[src/rtl/cpmg_pkg.sv]
// rtl/cpmg_pkg.sv - shared state, phase and mode definitions for the CPMG sequencer
package cpmg_pkg;

  typedef enum logic [2:0] {
    IDLE  = 3'd0,
    DELAY = 3'd1,
    P90   = 3'd2,
    WAIT1 = 3'd3,
    P180  = 3'd4,
    WAIT2 = 3'd5,
    TAIL  = 3'd6
  } state_t;

  localparam logic PH_X      = 1'b0;
  localparam logic PH_Y      = 1'b1;
  localparam logic MODE_CP   = 1'b0;
  localparam logic MODE_CPMG = 1'b1;

  // Receive windows: the only states where the ADC gate may open.
  function automatic logic is_wait(input state_t s);
    return (s == WAIT1) || (s == WAIT2) || (s == TAIL);
  endfunction

endpackage

[src/rtl/cpmg_timer.sv]
// rtl/cpmg_timer.sv - loadable saturating down-counter used for state and blanking timing
module cpmg_timer #(
  parameter int W = 33
) (
  input  logic         clk,
  input  logic         rst,
  input  logic         load,
  input  logic [W-1:0] load_val,
  output logic [W-1:0] value,
  output logic         expire
);

  localparam logic [W-1:0] ONE = W'(1);

  always_ff @(posedge clk or negedge rst) begin
    if (!rst) begin
      value <= '0;
    end else if (load) begin
      value <= load_val;
    end else if (value != '0) begin
      value <= value - ONE;
    end
  end

  assign expire = (value == '0);

endmodule

[src/rtl/cpmg_seq.sv]
// rtl/cpmg_seq.sv - CP/CPMG pulse-train generator driving DDS amplitude, RF phase and receiver gate
module cpmg_seq
  import cpmg_pkg::*;
#(
  parameter int                DATA_W     = 16,
  parameter int                CNT_W      = 32,
  parameter int                ECHO_W     = 16,
  parameter logic [DATA_W-1:0] HIGH_VALUE = 16'h7FF8,
  parameter logic [DATA_W-1:0] LOW_VALUE  = 16'h0000
) (
  input  logic              clk,
  input  logic              rst,
  input  logic              start,
  input  logic              abort,
  input  logic              mode,
  input  logic [CNT_W-1:0]  delay_reg,
  input  logic [CNT_W-1:0]  tau,
  input  logic [CNT_W-1:0]  tau_l,
  input  logic [ECHO_W-1:0] n_echo,
  input  logic [CNT_W-1:0]  blank_cyc,
  output logic [DATA_W-1:0] data,
  output logic              phase,
  output logic              rx_gate,
  output logic [ECHO_W-1:0] echo_idx,
  output logic              busy,
  output logic              done,
  output logic              cfg_err
);

  localparam int              TW       = CNT_W + 1;
  localparam logic [TW-1:0]   T_ONE    = TW'(1);
  localparam logic [ECHO_W-1:0] E_ONE  = ECHO_W'(1);

  state_t             st, ns;
  logic [CNT_W-1:0]   tau_q, taul_q, blank_q;
  logic [ECHO_W-1:0]  nech_q;
  logic               mode_q;

  logic               t_ld, t_exp, b_ld, b_exp;
  logic [TW-1:0]      t_lv, b_val, t_val_unused;
  logic               cfg_ok, accept;

  assign cfg_ok = (tau != '0) && (tau_l != '0) && (n_echo != '0);
  assign accept = (st == IDLE) && start && !abort && cfg_ok;

  // Timer holds "cycles remaining after this one"; expire marks the last cycle of a state.
  // The accept cycle counts toward DELAY, so DELAY loads delay_reg rather than delay_reg-1.
  always_comb begin
    ns   = st;
    t_ld = 1'b0;
    t_lv = '0;
    case (st)
      IDLE:  if (accept) begin
               ns = DELAY; t_ld = 1'b1; t_lv = {1'b0, delay_reg};
             end
      DELAY: if (t_exp) begin
               ns = P90; t_ld = 1'b1; t_lv = {1'b0, tau_q} - T_ONE;
             end
      P90:   if (t_exp) begin
               ns = WAIT1; t_ld = 1'b1; t_lv = {1'b0, taul_q} - T_ONE;
             end
      WAIT1, WAIT2:
             if (t_exp) begin
               ns = P180; t_ld = 1'b1; t_lv = {tau_q, 1'b0} - T_ONE;
             end
      P180:  if (t_exp) begin
               t_ld = 1'b1;
               if (echo_idx < nech_q) begin
                 ns = WAIT2; t_lv = {taul_q, 1'b0} - T_ONE;
               end else begin
                 ns = TAIL; t_lv = {1'b0, taul_q} - T_ONE;
               end
             end
      TAIL:  if (t_exp) ns = IDLE;
      default: ns = IDLE;
    endcase
    if (abort) ns = IDLE;
  end

  assign b_ld = t_ld && is_wait(ns);

  cpmg_timer #(.W(TW)) u_state_timer (
    .clk      (clk),
    .rst      (rst),
    .load     (t_ld),
    .load_val (t_lv),
    .value    (t_val_unused),
    .expire   (t_exp)
  );

  cpmg_timer #(.W(TW)) u_blank_timer (
    .clk      (clk),
    .rst      (rst),
    .load     (b_ld),
    .load_val ({1'b0, blank_q}),
    .value    (b_val),
    .expire   (b_exp)
  );

  always_ff @(posedge clk or negedge rst) begin
    if (!rst) begin
      st       <= IDLE;
      data     <= LOW_VALUE;
      phase    <= PH_X;
      rx_gate  <= 1'b0;
      echo_idx <= '0;
      busy     <= 1'b0;
      done     <= 1'b0;
      cfg_err  <= 1'b0;
      tau_q    <= '0;
      taul_q   <= '0;
      blank_q  <= '0;
      nech_q   <= '0;
      mode_q   <= MODE_CP;
    end else begin
      st      <= ns;
      data    <= (ns == P90 || ns == P180) ? HIGH_VALUE : LOW_VALUE;
      phase   <= (ns == P180) ? mode_q : PH_X;
      busy    <= (ns != IDLE);
      done    <= !abort && (st == TAIL) && t_exp;
      cfg_err <= (st == IDLE) && start && !abort && !cfg_ok;
      // Gate opens once the blank counter has drained; it is reloaded on every window entry.
      rx_gate <= is_wait(ns) && (b_ld ? (blank_q == '0) : (b_exp || b_val == T_ONE));
      if (abort || accept)
        echo_idx <= '0;
      else if (ns == P180 && st != P180)
        echo_idx <= echo_idx + E_ONE;
      if (accept) begin
        tau_q   <= tau;
        taul_q  <= tau_l;
        blank_q <= blank_cyc;
        nech_q  <= n_echo;
        mode_q  <= mode;
      end
    end
  end

endmodule

[config.mk]
export PLATFORM = sky130hd
export DESIGN_NAME = cpmg_seq
export DESIGN_NICKNAME = d
export VERILOG_FILES = /design/src/rtl/cpmg_pkg.sv /design/src/rtl/cpmg_timer.sv /design/src/rtl/cpmg_seq.sv
export SDC_FILE = /design/constraint.sdc
export NUM_CORES = 1
export LEC_CHECK = 0
export BUFFER_PORTS_ARGS = -buffer_cell sky130_fd_sc_hd__buf_2
export CAP_MARGIN = 10
export CORE_MARGIN = 8
export CORE_UTILIZATION = 45
export CTS_CLUSTER_SIZE = 25
export DETAILED_ROUTE_END_ITERATION = 6
export HOLD_SLACK_MARGIN = 0.1
export PLACE_DENSITY_LB_ADDON = 0.15
export SYNTH_ARGS = -nofsm -noshare
export SYNTH_HDL_FRONTEND = slang
export SYNTH_HIERARCHICAL = 1
export SYNTH_SLANG_ARGS = --single-unit
[constraint.sdc]
create_clock -name clk -period 4.3 [get_ports clk]
set_clock_uncertainty 0.15 [all_clocks]
set_input_delay 0.215 -clock clk [delete_from_list [all_inputs] [get_ports clk]]
set_output_delay 0.215 -clock clk [all_outputs]
set_load 0.005 [all_outputs]
==> flow_summary.json, run 1 <==
{
  "grt_overflow": 0,
  "drc_errors": 0,
  "finalSetupTns_ns": 0,
  "finalSetupViolCount": 0,
  "cp-start-kind": "register",
  "yosys.area.top_type": "dfrtp_1",
  "synth-seq-cells": 204,
  "drv_cap": 0,
  "peakVddDrop_mv": 0.278,
  "synth_edf_count": 0,
  "vias_per_cell": 5.76,
  "core-area_sq_mm": 0.0277,
  "drt-total-wl_um": 39400,
  "critPathArrivalTime_ns": 4.28,
  "ios": 186,
  "drv_slew": 0,
  "antenna_found_initial": 0,
  "total_leakage_power_nw": 6.93,
  "yosysSeqAreaShare_pct": 40.4,
  "worst_slew_pin_slew_ns": 0.972,
  "final_nets": 1739,
  "start_util_pct": 45.6,
  "clk_pin_slew_ns": 0.06,
  "dp_hpwl_um": 28100,
  "synthCells": 1263,
  "cts_buffers": 24,
  "std_cell_rows": 61,
  "timing.rr.start": "u_state_timer/value[23]",
  "n_fill_cell": 2307,
  "grt_usage_pct": 22.9,
  "power.density_mw_per_mm2": 415,
  "syn2layout_area_growth_pct": 28.0,
  "final_antenna_net_count": 0,
  "period_share_pct": 93.5,
  "final_util_pct": 58.4,
  "cts_root_buf": "clkbuf_16",
  "hold-path-endpoint": "u_state_timer/value[21]",
  "yosys-top-cells-count": "204 x dfrtp_1, 103 x nor2_1, 95 x mux2_2, 91 x nand2_1",
  "r2r_setup_slack_ns": 0.28,
  "drtIter0Drc": 792,
  "rsz0062_at_grt": "false",
  "hold_start": "delay_reg[21]",
  "synth.area.top_cells": "dfrtp_1 40%, mux2_2 8.5%, xnor2_1 4.2%, xor2_1 3.8%, nor2_1 3.1%",
  "ctsHoldBuffers": 138,
  "grt_pass1_wl_um": 62500,
  "finalWeightedCongestion": 0.955,
  "avgSynthCellArea_sq_um": 10.0,
  "clock-sinks": 204,
  "final-seq-area_sq_mm": 0.00510,
  "grt_max_degree": 120,
  "cts_resized": 0,
  "fmax_ghz": 0.249,
  "synth-async-reset-ratio_pct": 100,
  "die_h_um": 184,
  "required_ns": 4.56,
  "die_area_sq_mm": 0.0337,
  "cts_setup_buffers": 0,
  "slew_headroom_pct": 35.2,
  "insertion_delay_ns": 0.53,
  "period_needed_ns": 4.02,
  "fin_cells": 1966,
  "path_class": "reg2reg",
  "drive_gt1_share_pct": 26.3,
  "cts_tree": "built",
  "fin_total_pwr_w": 0.00671,
  "syn_area_sq_mm": 0.0126,
  "outcome": "completed",
  "reg2reg_to": "u_blank_timer/value[15]",
  "antennaDiodeCount": 0,
  "reg2reg_depth": 14,
  "cts_buffer_depth": 3,
  "grt_pass1_vias": 11200,
  "drt_first_pass_iters": 5,
  "multi_input_comb_area_sq_mm": 0.00703,
  "holdCritPathClass": "in2reg",
  "h-tree-depth": 1,
  "vias": 11300,
  "yosysWarnings": 6,
  "synth_largest_type_area_fraction_pct": 40.4,
  "synth.most_common_cell": "dfrtp_1",
  "portBuffers": 181,
  "end_kind": "register",
  "post_drt_wl_per_cell_um": 20.0,
  "hold_depth": 5,
  "ys.flop_type": "dfrtp_1",
  "path_max_fanout": 19,
  "yosys.cell_types.count": 84,
  "hold_viol_final": 0,
  "die_width_um": 184,
  "dp_cells": 1784
}
[placed cells by master (no fill, tap or decap), types with 13 or more instances in the layout]
master           n
dfrtp_1        204
buf_2          180
dlygate4sd3_1  138
nor2_1         103
mux2_2          95
nand2_1         91
nor4_1          61
xnor2_1         61
xor2_1          55
o21ai_0         42
nor3_1          40
a21oi_1         34
inv_1           31
buf_4           29
or3_1           26
clkbuf_16       25
nand4_1         24
nand3_1         24
o221ai_1        21
ha_1            20
or4_1           16
o31ai_1         15
nand2b_1        14
mux2i_1         14
a211oi_1        13
[flip-flops by register name (all words and copies together), names as in the netlist]
name                 flops
rx_gate                  1
busy                     1
st                       3
cfg_err                  1
phase                    1
tau_q                   32
u_state_timer/value     33
mode_q                   1
data                     1
blank_q                 32
taul_q                  32
nech_q                  16
u_blank_timer/value     33
done                     1
echo_idx                16
[worst max-delay path, stage by stage (launching register included)]
cell and delay [ns]:
dfrtp_1 0.41, nor4_2 0.49, nand4_2 0.34, nor3_4 0.27
buf_4 0.23, a21oi_1 0.05, o21ai_0 0.15, a21oi_1 0.09
a21o_1 0.21, maj3_1 0.40, and2_1 0.34, buf_4 0.28
nor2_1 0.12, nand2_1 0.17, o211a_1 0.18
[power breakdown]
group	switching, W	internal [W]
sequential	0.000491	0.00229
combinational	0.000833	0.000814
clock	0.000832	0.00144
[metal layers]
metal	up-vias	GRT usage, %	wire length (um)
li1	5334	-	-
met1	5543	31.4	17700
met2	363	36.0	18100
met3	80	3.75	2160
met4	0	8.20	1420
met5	-	0	0
[through the flow]
stage               hold WS [ns]  area [sq um]  setup slack (ns)
finish                     0.134         16200             0.279
global route               0.138         16200            0.0112
CTS                        0.100         16200             0.317
detailed placement         0.279         13900             0.339
global placement           0.280         13900             0.414
floorplan                 -0.231         12600             0.456
[cells by family (layout without fill, tap and decap cells)]
group | count (synthesis) | in the layout | share of synthesized area, %
flops | 204 | 204 | 40.4
compound gates | 217 | 217 | 12.6
mux | 109 | 109 | 9.58
xor+xnor | 116 | 116 | 8.04
other cells | 1 | 5 | 0.0297
simple gates | 490 | 490 | 23.1
buf+inv | 105 | 426 | 4.17
fa+ha+maj | 21 | 21 | 2.06
[final cells by class]
| class | count | area share [%] |
|---|---|---|
| timing repair buffer | 350 | 15.8 |
| sequential | 204 | 31.6 |
| clock inverter | 12 | 1.18 |
| clock buffer | 32 | 4.34 |
| inverter | 32 | 0.743 |
| tap | 378 | 2.92 |
| multi-input combinational | 958 | 43.5 |
[worst max path at each step]
stage	from	end	slack (ns)	cells after the start
3_5_place_dp	u_state_timer/value[23]	u_blank_timer/value[15]	0.34	14
6_report	u_state_timer/value[23]	u_blank_timer/value[15]	0.28	14
5_1_grt	u_state_timer/value[23]	u_blank_timer/value[15]	0.01	14
3_3_place_gp	u_state_timer/value[22]	u_blank_timer/value[10]	0.41	14
2_1_floorplan	u_state_timer/value[5]	u_blank_timer/value[32]	0.46	14
4_1_cts	u_state_timer/value[23]	u_blank_timer/value[15]	0.32	14
Power figures use the tool's default switching activity.
==> run 2, diff against run 1 <==
- CORE_UTILIZATION: 45 -> 55
==> run 2 against run 1 <==
The run now ends with DRC left; sequential share of layout area increased by 0.48 points; global-route usage increased by 5.2 points; non-clock buffer count decreased by 4; die area decreased by 17%; routed wire length increased by 2.3%; combinational power about the same; count of clock-buffer cells in the layout decreased by 4; critical path depth increased by 3; sequential power about the same; hold slack improved by 0.017 ns; power decreased by 2.7%; critical path type unchanged.
==> flow_summary.json, run 2 (synthesis gave the netlist of run 1 again) <==
{
  "finalSetupViolCount": 0,
  "total_leakage_power_nw": 6.85,
  "peakVddDrop_mv": 0.318,
  "path_max_fanout": 23,
  "reg2reg_to": "u_blank_timer/value[30]",
  "pre_cts_ws_ns": 0.0966,
  "violations": "DRC",
  "hold_start": "delay_reg[7]",
  "core-area_sq_mm": 0.0226,
  "outcome": "finished, violations left",
  "vias_per_cell": 6.19,
  "path_class": "reg2reg",
  "reg_top3": "u_blank_timer/value (33), u_state_timer/value (33)",
  "grt_overflow": 0,
  "drt_first_pass_iters": 7,
  "final_antenna_net_count": 0,
  "final_cell_mix": "204 x dfrtp_1, 180 x buf_2, 137 x dlygate4sd3_1",
  "power.density_mw_per_mm2": 409,
  "crit_chain": "inv_1 -> ha_1 -> nor2b_2 -> nand4_4 -> nor3_4 -> buf_6 -> nand2_1 -> or3_1 -> o211ai_1 -> maj3_1 -> and2_1 -> buf_6 -> inv_1 -> buf_4 -> nand2_1 -> a21oi_1 -> a211o_1",
  "insertion_delay_ns": 0.51,
  "clk_pin_slew_ns": 0.06,
  "p_switching_w": 0.00215,
  "worst_slew_pin_slew_ns": 0.999,
  "drv_slew": 0,
  "grt_usage_pct": 28.1,
  "required_ns": 4.54,
  "reg2reg_depth": 17,
  "cts_buffer_depth": 3,
  "std_cell_rows": 55,
  "holdCritPathClass": "in2reg",
  "finalWeightedCongestion": 0.924,
  "fin_total_pwr_w": 0.00652,
  "syn2layout_area_growth_pct": 26.1,
  "cts_tree": "built",
  "netSwitchingFraction_pct": 32.9,
  "hold_depth": 5,
  "layout_commonest_cell": "dfrtp_1",
  "p_seq_share_pct": 42.8,
  "critPathBufInv": 5,
  "portBuffers": 181,
  "power_frac_comb_pct": 25.5,
  "dp_cells": 1686,
  "cp_slowest_cell": "dfrtp_1",
  "drc_errors": 6,
  "hold_viol_final": 0,
  "finalSetupTns_ns": 0,
  "drive_gt1_share_pct": 26.1,
  "drv_cap": 0,
  "vias": 11600,
  "end_kind": "register",
  "clock-sinks": 204,
  "grt_pass1_wl_um": 64200,
  "fmax_ghz": 0.244,
  "dp_hpwl_um": 27300,
  "timing.rr.start": "u_state_timer/value[0]",
  "start_util_pct": 56.0,
  "period_needed_ns": 4.10,
  "grt_max_degree": 114,
  "fin_ws_ns": 0.197,
  "whs_ns": 0.152,
  "critPathArrivalTime_ns": 4.34,
  "slowest_delay_ns": 0.39,
  "die_width_um": 168,
  "final_nets": 1734,
  "grt_pass1_vias": 11600,
  "ios": 186,
  "fin_cells": 1866,
  "slew_headroom_pct": 32.8,
  "r2r_setup_slack_ns": 0.20,
  "post_drt_wl_per_cell_um": 21.6,
  "drtIter0Drc": 1069,
  "die_area_sq_mm": 0.0281,
  "drt-total-wl_um": 40300,
  "power.share.clock_pct": 31.7,
  "die_h_um": 168,
  "antenna_found_initial": 1,
  "cts_root_buf": "clkbuf_16",
  "h-tree-depth": 1,
  "cts_buffers": 23,
  "period_share_pct": 95.4,
  "power.internal_w": 0.00438,
  "cp_top_family": "simple AND/OR/NAND/NOR gates",
  "cp-start-kind": "register",
  "hold-path-endpoint": "u_state_timer/value[7]"
}
run 2: cell types whose count changed in the layout (fill, tap and decap cells not counted), sizes merged:
| cell | before | now |
|---|---|---|
| buf | 211 | 208 |
| bufinv | 5 | 4 |
| clkbuf | 33 | 29 |
| clkinv | 7 | 8 |
| clkinvlp | 1 | 0 |
| diode | 0 | 2 |
| dlygate4sd3 | 138 | 137 |
run 2: worst reg2reg max path: stages, from the launching register on:
cell and delay, ns:
dfrtp_1 0.39, inv_1 0.13, ha_1 0.24, nor2b_2 0.26
nand4_4 0.19, nor3_4 0.36, buf_6 0.22, nand2_1 0.08
or3_1 0.35, o211ai_1 0.32, maj3_1 0.26, and2_1 0.15
buf_6 0.21, inv_1 0.06, buf_4 0.23, nand2_1 0.09
a21oi_1 0.04, a211o_1 0.27
run 2: power groups by stage:
stage / clock (W) / sequential, W / combinational (W)
2_1_floorplan: 0 / 0.00267 / 0.00113
3_3_place_gp: 0 / 0.00279 / 0.00146
3_5_place_dp: 0 / 0.00281 / 0.00150
4_1_cts: 0.00208 / 0.00278 / 0.00161
5_1_grt: 0.00216 / 0.00284 / 0.00181
6_report: 0.00206 / 0.00279 / 0.00167
run 2: cell type report:
class / instances / area [sq um]
Sequential cell: 204 / 5100
Multi-Input combinational cell: 958 / 7040
Clock inverter: 11 / 155
Clock buffer: 28 / 634
Inverter: 32 / 120
Tap cell: 285 / 357
Timing Repair Buffer: 346 / 2520
Antenna cell: 2 / 5.00
Fill cell: 1620 / 6640
run 2: repair_timing:
| action | CTS | global route |
|---|---|---|
| setup buffers | 0 | 2 |
| resized for setup | 0 | 5 |
| hold buffers | 137 | 0 |
| hold endpoints to repair | 250 | 0 |
| setup endpoints to repair | 0 | 23 |
run 2: metrics by stage:
step | instance area, sq um | utilization [%]
after detailed placement | 13700 | 60.8
final | 15900 | 70.6
after global placement | 13700 | 60.8
after floorplan | 12600 | -
after CTS | 15900 | 70.4
after global routing | 15900 | 70.6
run 2: per-layer routing:
metal | global-route usage (%) | part of all wire (%) | vias up
li1 | - | - | 5312
met1 | 37.1 | 42 | 5642
met2 | 45.8 | 47 | 496
met3 | 4.66 | 6.7 | 107
met4 | 10.6 | 3.9 | 0
met5 | 0 | 0 | -
run 2: worst max-delay path by stage:
stage | startpoint | to | slack, ns | cells after the start
floorplan | u_state_timer/value[5] | u_blank_timer/value[32] | 0.46 | 14
global placement | u_state_timer/value[0] | u_blank_timer/value[30] | 0.25 | 17
detailed placement | u_state_timer/value[0] | u_blank_timer/value[30] | 0.1 | 17
CTS | u_state_timer/value[0] | u_blank_timer/value[30] | 0.05 | 17
global route | u_state_timer/value[0] | u_blank_timer/value[30] | -0.01 | 17
finish | u_state_timer/value[0] | u_blank_timer/value[30] | 0.20 | 17
